<file path="src/rtl/ddr_arb_pkg.sv">
`default_nettype none
// ============================================================================
//  Module      : ddr_arb_pkg
//  Description : Shared types and constants for the two-port DDR arbiter.
//                NUM_REQ          - number of requesters sharing the port
//                ADDR_W_DEF       - default DDR user-interface word address width
//                DATA_W_DEF       - default user data width
//                req_id_t         - requester identifier carried by read tags
//                cmd_t            - one requester command (we, addr, wdata)
//                other_req()      - the requester that is not the given one
//  Revision    : 1.0 - initial release
// ============================================================================
package ddr_arb_pkg;

    localparam int NUM_REQ    = 2;
    localparam int ADDR_W_DEF = 25;
    localparam int DATA_W_DEF = 256;

    typedef logic [$clog2(NUM_REQ)-1:0] req_id_t;

    typedef struct packed {
        logic                  we;
        logic [ADDR_W_DEF-1:0] addr;
        logic [DATA_W_DEF-1:0] wdata;
    } cmd_t;

    // With two requesters the "other" one is simply the inverted id.
    function automatic req_id_t other_req(input req_id_t id);
        return ~id;
    endfunction

endpackage
`default_nettype wire

</file>
<file path="src/rtl/ddr_arb_tag_fifo.sv">
`default_nettype none
// ============================================================================
//  Module      : ddr_arb_tag_fifo
//  Description : In-order FIFO of requester ids for outstanding DDR reads.
//                Full at DEPTH entries; a pop in the same cycle does not
//                admit a push while full. Pops on empty are ignored.
//  Ports       : clk, rst        - clock, synchronous active-high reset
//                i_push/i_push_id - enqueue one id
//                i_pop           - dequeue the head id
//                o_pop_id        - current head id (valid when !o_empty)
//                o_full/o_empty  - occupancy flags
//  Revision    : 1.0 - initial release
// ============================================================================
module ddr_arb_tag_fifo
    import ddr_arb_pkg::*;
#(
    parameter int DEPTH = 8
) (
    input  logic    clk,
    input  logic    rst,
    input  logic    i_push,
    input  req_id_t i_push_id,
    input  logic    i_pop,
    output req_id_t o_pop_id,
    output logic    o_full,
    output logic    o_empty
);

    localparam int c_ptr_w = $clog2(DEPTH);

    req_id_t            r_mem [DEPTH];
    logic [c_ptr_w-1:0] r_wr_ptr;
    logic [c_ptr_w-1:0] r_rd_ptr;
    logic [c_ptr_w:0]   r_count;
    logic               w_push;
    logic               w_pop;

    assign o_full   = (r_count == (c_ptr_w + 1)'(DEPTH));
    assign o_empty  = (r_count == '0);
    assign w_push   = i_push & ~o_full;
    assign w_pop    = i_pop & ~o_empty;
    assign o_pop_id = r_mem[r_rd_ptr];

    // Storage needs no reset: entries are only read between push and pop.
    always_ff @(posedge clk) begin
        if (w_push) begin
            r_mem[r_wr_ptr] <= i_push_id;
        end
    end

    always_ff @(posedge clk) begin
        if (rst) begin
            r_wr_ptr <= '0;
            r_rd_ptr <= '0;
            r_count  <= '0;
        end else begin
            if (w_push) begin
                r_wr_ptr <= r_wr_ptr + c_ptr_w'(1);
            end
            if (w_pop) begin
                r_rd_ptr <= r_rd_ptr + c_ptr_w'(1);
            end
            case ({w_push, w_pop})
                2'b10:   r_count <= r_count + (c_ptr_w + 1)'(1);
                2'b01:   r_count <= r_count - (c_ptr_w + 1)'(1);
                default: r_count <= r_count;
            endcase
        end
    end

endmodule
`default_nettype wire

</file>
<file path="src/rtl/ddr_port_arbiter.sv">
`default_nettype none
// ============================================================================
//  Module      : ddr_port_arbiter
//  Description : Round-robin arbiter sharing one DDR user interface between
//                two requesters. Grants are combinational (zero latency);
//                read ids are queued so returned data is steered back to the
//                issuing requester in order.
//  Ports       : ui_clk, ui_clk_sync_rst      - clock, sync active-high reset
//                req, req_we, req_addr, req_wdata - per-requester command
//                gnt                          - command accepted this cycle
//                rsp_valid, rsp_data          - read response per requester
//                wr_en, wr_addr, wr_data      - write command to controller
//                rd_en, rd_addr               - read command to controller
//                wr_busy, rd_busy             - controller back-pressure
//                rd_data_valid, rd_data       - controller read return
//                wr_cnt, rd_cnt               - accepted-command counters
//                err_orphan                   - sticky: data with no read tag
//  Revision    : 1.0 - initial release
// ============================================================================
module ddr_port_arbiter
    import ddr_arb_pkg::*;
#(
    parameter int ADDR_W   = ADDR_W_DEF,
    parameter int DATA_W   = DATA_W_DEF,
    parameter int RD_DEPTH = 8
) (
    input  logic                      ui_clk,
    input  logic                      ui_clk_sync_rst,
    input  logic [NUM_REQ-1:0]        req,
    input  logic [NUM_REQ-1:0]        req_we,
    input  logic [NUM_REQ*ADDR_W-1:0] req_addr,
    input  logic [NUM_REQ*DATA_W-1:0] req_wdata,
    output logic [NUM_REQ-1:0]        gnt,
    output logic [NUM_REQ-1:0]        rsp_valid,
    output logic [DATA_W-1:0]         rsp_data,
    output logic                      wr_en,
    output logic [ADDR_W-1:0]         wr_addr,
    output logic [DATA_W-1:0]         wr_data,
    output logic                      rd_en,
    output logic [ADDR_W-1:0]         rd_addr,
    input  logic                      wr_busy,
    input  logic                      rd_busy,
    input  logic                      rd_data_valid,
    input  logic [DATA_W-1:0]         rd_data,
    output logic [31:0]               wr_cnt,
    output logic [31:0]               rd_cnt,
    output logic                      err_orphan
);

    logic [ADDR_W-1:0]  w_addr  [NUM_REQ];
    logic [DATA_W-1:0]  w_wdata [NUM_REQ];
    logic [NUM_REQ-1:0] w_elig;
    logic               w_any_gnt;
    req_id_t            w_gnt_id;
    logic               w_gnt_we;
    logic               w_fifo_full;
    logic               w_fifo_empty;
    logic               w_pop;
    logic               w_orphan;
    req_id_t            w_pop_id;

    req_id_t            r_last_gnt;
    logic [31:0]        r_wr_cnt;
    logic [31:0]        r_rd_cnt;
    logic               r_err_orphan;

    // Split the flat buses per requester and work out who could be accepted
    // right now. Reset masks eligibility so no command leaks out during it.
    generate
        for (genvar gi = 0; gi < NUM_REQ; gi++) begin : g_req
            assign w_addr[gi]  = req_addr[gi*ADDR_W +: ADDR_W];
            assign w_wdata[gi] = req_wdata[gi*DATA_W +: DATA_W];
            assign w_elig[gi]  = ~ui_clk_sync_rst & req[gi] &
                                 (req_we[gi] ? ~wr_busy : (~rd_busy & ~w_fifo_full));
        end
    endgenerate

    // Only eligible requesters compete, so a blocked one never stalls the
    // other. On a tie the requester that did not win last time goes first.
    always_comb begin
        w_any_gnt = 1'b0;
        w_gnt_id  = '0;
        if (w_elig[0] && w_elig[1]) begin
            w_any_gnt = 1'b1;
            w_gnt_id  = other_req(r_last_gnt);
        end else if (w_elig[0]) begin
            w_any_gnt = 1'b1;
            w_gnt_id  = req_id_t'(0);
        end else if (w_elig[1]) begin
            w_any_gnt = 1'b1;
            w_gnt_id  = req_id_t'(1);
        end
    end

    always_comb begin
        gnt = '0;
        if (w_any_gnt) begin
            gnt[w_gnt_id] = 1'b1;
        end
    end

    assign w_gnt_we = req_we[w_gnt_id];
    assign wr_en    = w_any_gnt & w_gnt_we;
    assign rd_en    = w_any_gnt & ~w_gnt_we;
    assign wr_addr  = w_addr[w_gnt_id];
    assign wr_data  = w_wdata[w_gnt_id];
    assign rd_addr  = w_addr[w_gnt_id];

    // Returned data is matched to the oldest outstanding read. Data arriving
    // with nothing outstanding is flagged and otherwise dropped.
    assign w_pop    = ~ui_clk_sync_rst & rd_data_valid & ~w_fifo_empty;
    assign w_orphan = ~ui_clk_sync_rst & rd_data_valid & w_fifo_empty;

    always_comb begin
        rsp_valid = '0;
        if (w_pop) begin
            rsp_valid[w_pop_id] = 1'b1;
        end
    end

    assign rsp_data = rd_data;

    ddr_arb_tag_fifo #(
        .DEPTH     (RD_DEPTH)
    ) u_tag_fifo (
        .clk       (ui_clk),
        .rst       (ui_clk_sync_rst),
        .i_push    (rd_en),
        .i_push_id (w_gnt_id),
        .i_pop     (w_pop),
        .o_pop_id  (w_pop_id),
        .o_full    (w_fifo_full),
        .o_empty   (w_fifo_empty)
    );

    // last_gnt resets to requester 1 so requester 0 wins the first tie.
    always_ff @(posedge ui_clk) begin
        if (ui_clk_sync_rst) begin
            r_last_gnt   <= req_id_t'(1);
            r_wr_cnt     <= '0;
            r_rd_cnt     <= '0;
            r_err_orphan <= 1'b0;
        end else begin
            if (w_any_gnt) begin
                r_last_gnt <= w_gnt_id;
            end
            if (wr_en) begin
                r_wr_cnt <= r_wr_cnt + 32'd1;
            end
            if (rd_en) begin
                r_rd_cnt <= r_rd_cnt + 32'd1;
            end
            if (w_orphan) begin
                r_err_orphan <= 1'b1;
            end
        end
    end

    assign wr_cnt     = r_wr_cnt;
    assign rd_cnt     = r_rd_cnt;
    assign err_orphan = r_err_orphan;

endmodule
`default_nettype wire

</file>
<file path="config.mk">
export PLATFORM = sky130hd
export DESIGN_NAME = ddr_port_arbiter
export DESIGN_NICKNAME = d
export VERILOG_FILES = /design/src/rtl/ddr_arb_pkg.sv /design/src/rtl/ddr_arb_tag_fifo.sv /design/src/rtl/ddr_port_arbiter.sv
export SDC_FILE = /design/constraint.sdc
export NUM_CORES = 1
export LEC_CHECK = 0
export CORE_AREA = 5 5 571 573
export CTS_CLUSTER_DIAMETER = 120
export DETAILED_ROUTE_END_ITERATION = 10
export DIE_AREA = 0 0 576 578
export GPL_TIMING_DRIVEN = 0
export MAX_ROUTING_LAYER = met4
export RECOVER_POWER = 25
export SLEW_MARGIN = 10
export SYNTH_ARGS = -nofsm -noshare
export SYNTH_HDL_FRONTEND = slang
export SYNTH_SLANG_ARGS = --single-unit
</file>
<file path="constraint.sdc">
create_clock -name ui_clk -period 8.1 [get_ports ui_clk]
set_clock_uncertainty 0.05 [all_clocks]
set_input_delay 0.81 -clock ui_clk [delete_from_list [all_inputs] [get_ports ui_clk]]
set_output_delay 0.81 -clock ui_clk [all_outputs]
set_load 0.05 [all_outputs]
</file>
==> flow_summary.toml <==
[logic_synthesis]
seq_area_frac_synth = 0.1850
synth_edf_count = 8
avgSynthCellArea_um2 = 8.961
synthTopCellsByCount = "288 x mux2_2, 281 x buf_4, 79 x dfxtp_1"
synth_fp_nets = 1933
synth_top_area_frac = 0.3293
yosysWarnings = 0
ys_top_cells_by_area = "mux2_2 33%, buf_4 21%, dfxtp_1 16%"
synthFlopType = "dfxtp_1"
syn_inst = 1099
async_flop_share = 0
synth_cell_types = 56
ys_seq_elements = 87
synth_area_um2 = 9848
yosysMostFrequentCell = "mux2_2"
synth.largest_area_cell = "mux2_2"

[clocking]
cts_root_buffer = "clkbuf_16"
clkLatencyLatePin_ns = 0.41
cts_tree = "yes"
numCtsBuffers = 9
cts_hold_buf = 0
clk_pin_slew_ns = 0.09
postCtsSetupRepairBufs = 0
ctsResizeCount = 0
ctsLongestPathBuffers = 2
numClockSinks = 87
htreeDepth = 3

[setup_path]
rr_startpoint = "u_tag_fifo.r_count[1]"
worstPathArrival_ns = 5.66
cp-end-kind = "output port"
crit_chain = "dlygate4sd3_1 > clkbuf_1 > inv_1 > nand3_1 > o21bai_2 > buf_8 > clkbuf_1 > buf_2 > mux2_2 > clkdlybuf4s50_1"
path_class = "input port to output port"
start_kind = "input port"
max_stage_delay_ns = 1.23
slowest_stage = "clkdlybuf4s50_1"
crit_required_ns = 7.24
path_common_cell = "clkbuf_1"
reg2reg_slack_ns = 4.04
r2r_cells = 15
path_buf_inv = 7
r2r_end = "u_tag_fifo.r_count[2]"
crit_family = "buffers and inverters"
crit_fanout = 10

[sta]
hold_viol_final = 0
period_share = 0.8055
tightest_slew_ns = 1.222
fmax_ghz = 0.1533
tns_ns = 0
final-max-slew-violation-count = 0
rsz0062_at_grt = "false"
holdWs_ns = 0.4319
slew_headroom = 0.1831
setup_viol = 0
min_period_ns = 6.524

[drt]
ant_nets = 0
drt-initial-drc-count = 744
via_per_inst = 2.281
vias = 15270
wl_um = 255900
firstDrtPassIters = 6
remaining_drc_errors = 0
wl_per_cell_um = 38.23

[global_route]
grt_pass1_vias = 14030
grt_remaining_overflow = 0
grt_pass1_wl_um = 283300
grt_usage = 0.1504
antenna_found_initial = 374
grt_max_degree = 17

[power_and_ir_drop]
pwr_density_cell_nw_per_um2 = 105.6
ir_drop_mv = 0.08572
p_leak_nw = 9.082

[final_layout]
post-route-util = 0.08702
final_nets = 3148
drive_above_1_share = 0.2790
area.growth.synth_to_final_pct = 182.9

[hold_path]
worstHoldStart = "err_orphan"
worstHoldPathCells = 2
hold_end = "err_orphan"
hold_path_class = "flip-flop to flip-flop"

[placed_design]
gp_congestion = 1.084
hpwl_um = 246000
io_buffers = 1203

[run]
drv_cap = 0

[die]
start_util = 0.03077
ios = 1460
die_area_um2 = 332900
fp.dieW_um = 576
core_um2 = 320100
rows = 208
die_h_um = 578

[outcome]
status = "finished clean"
-- metrics by stage --
stage          instance area, um2  total power, W  instances  worst slack (ns)
5_1_grt                     27820        0.003037       6679             1.030
3_3_place_gp                27140        0.002509       6502            0.2869
6_report                    27860        0.002943       6694             1.576
3_5_place_dp                27120        0.002506       6503             1.413
2_1_floorplan                9848        0.001409       1099             4.409
4_1_cts                     27420        0.003027       6519             1.391
-- metal layers --
| layer | GRT usage | wire length (um) | vias up |
|---|---|---|---|
| li1 | - | - | 6381 |
| met1 | 0.1521 | 91220 | 6897 |
| met4 | 0.04500 | 11410 | 0 |
| met5 | - | 0 | - |
| met3 | 0.09493 | 37500 | 511 |
| met2 | 0.2400 | 115800 | 1483 |
-- worst reg2reg max path: cells and delay by family, from the launching register on --
family | cells | cell delay [ns]
buffers and inverters | 4 | 0.93
AND/OR/NAND/NOR | 4 | 1.00
AO/OA/AOI/OAI | 3 | 0.92
adder cells (fa/ha/maj) | 2 | 0.47
XOR/XNOR | 2 | 0.32
flip-flops | 1 | 0.30
-- power by group --
part	switching, W	total, W	internal, W
Clock	0.000253	0.000499	0.000246
Sequential	0.00000571	0.000443	0.000438
Combinational	0.00129	0.00200	0.000712
-- cells in the final DEF, fill, tap and decap left out, drive strengths merged, types with 7 or more instances in the layout --
| cell | n |
|---|---|
| clkdlybuf4s50 | 1012 |
| buf | 333 |
| mux2 | 290 |
| dlygate4sd3 | 181 |
| diode | 175 |
| dfxtp | 79 |
| a21oi | 56 |
| clkbuf | 32 |
| nor2 | 31 |
| o31ai | 29 |
| nand2 | 28 |
| or4 | 28 |
| nand4 | 25 |
| o21ai | 22 |
| nand3 | 21 |
| or3 | 21 |
| inv | 19 |
| nor2b | 10 |
| edfxtp | 8 |
| nor3 | 7 |
| xor2 | 7 |
| ha | 7 |
-- cells by family after synthesis --
| logic type | count (synthesis) | synth area share |
|---|---|---|
| AO/OA/AOI/OAI | 125 | 0.07852 |
| XOR/XNOR | 9 | 0.008005 |
| adder cells (fa/ha/maj) | 7 | 0.008893 |
| buffers and inverters | 359 | 0.2488 |
| flip-flops | 87 | 0.1850 |
| multiplexers | 298 | 0.3423 |
| AND/OR/NAND/NOR | 214 | 0.1286 |
-- sequential cells by signal (all words and copies together), names as in the netlist, named ones only --
signal and count:
err_orphan 1, r_last_gnt 1, rd_cnt 32, u_tag_fifo.r_count 4, u_tag_fifo.r_mem 8, u_tag_fifo.r_rd_ptr 3, u_tag_fifo.r_wr_ptr 3, wr_cnt 32
-- area by class of cell --
cell class | count | area [um2]
inverter | 15 | 56.30
fill | 37330 | 292300
clock buffer | 10 | 229.0
clock inverter | 6 | 72.57
sequential | 87 | 1822
antenna | 175 | 437.9
timing repair buffer | 1204 | 12010
tap | 4200 | 5255
multi-input combinational | 653 | 5580
buffer | 344 | 2397
-- how the worst max path moves through the flow --
| stage | cells past startpoint | end | start |
|---|---|---|---|
| floorplan | 15 | u_tag_fifo.r_count[2] | ui_clk_sync_rst |
| global placement | 9 | wr_addr[19] | req_we[0] |
| detailed placement | 10 | wr_data[141] | ui_clk_sync_rst |
| CTS | 10 | wr_data[141] | ui_clk_sync_rst |
| global route | 10 | wr_data[141] | ui_clk_sync_rst |
| finish | 10 | wr_data[123] | ui_clk_sync_rst |
(Power assumes the default switching activity.)
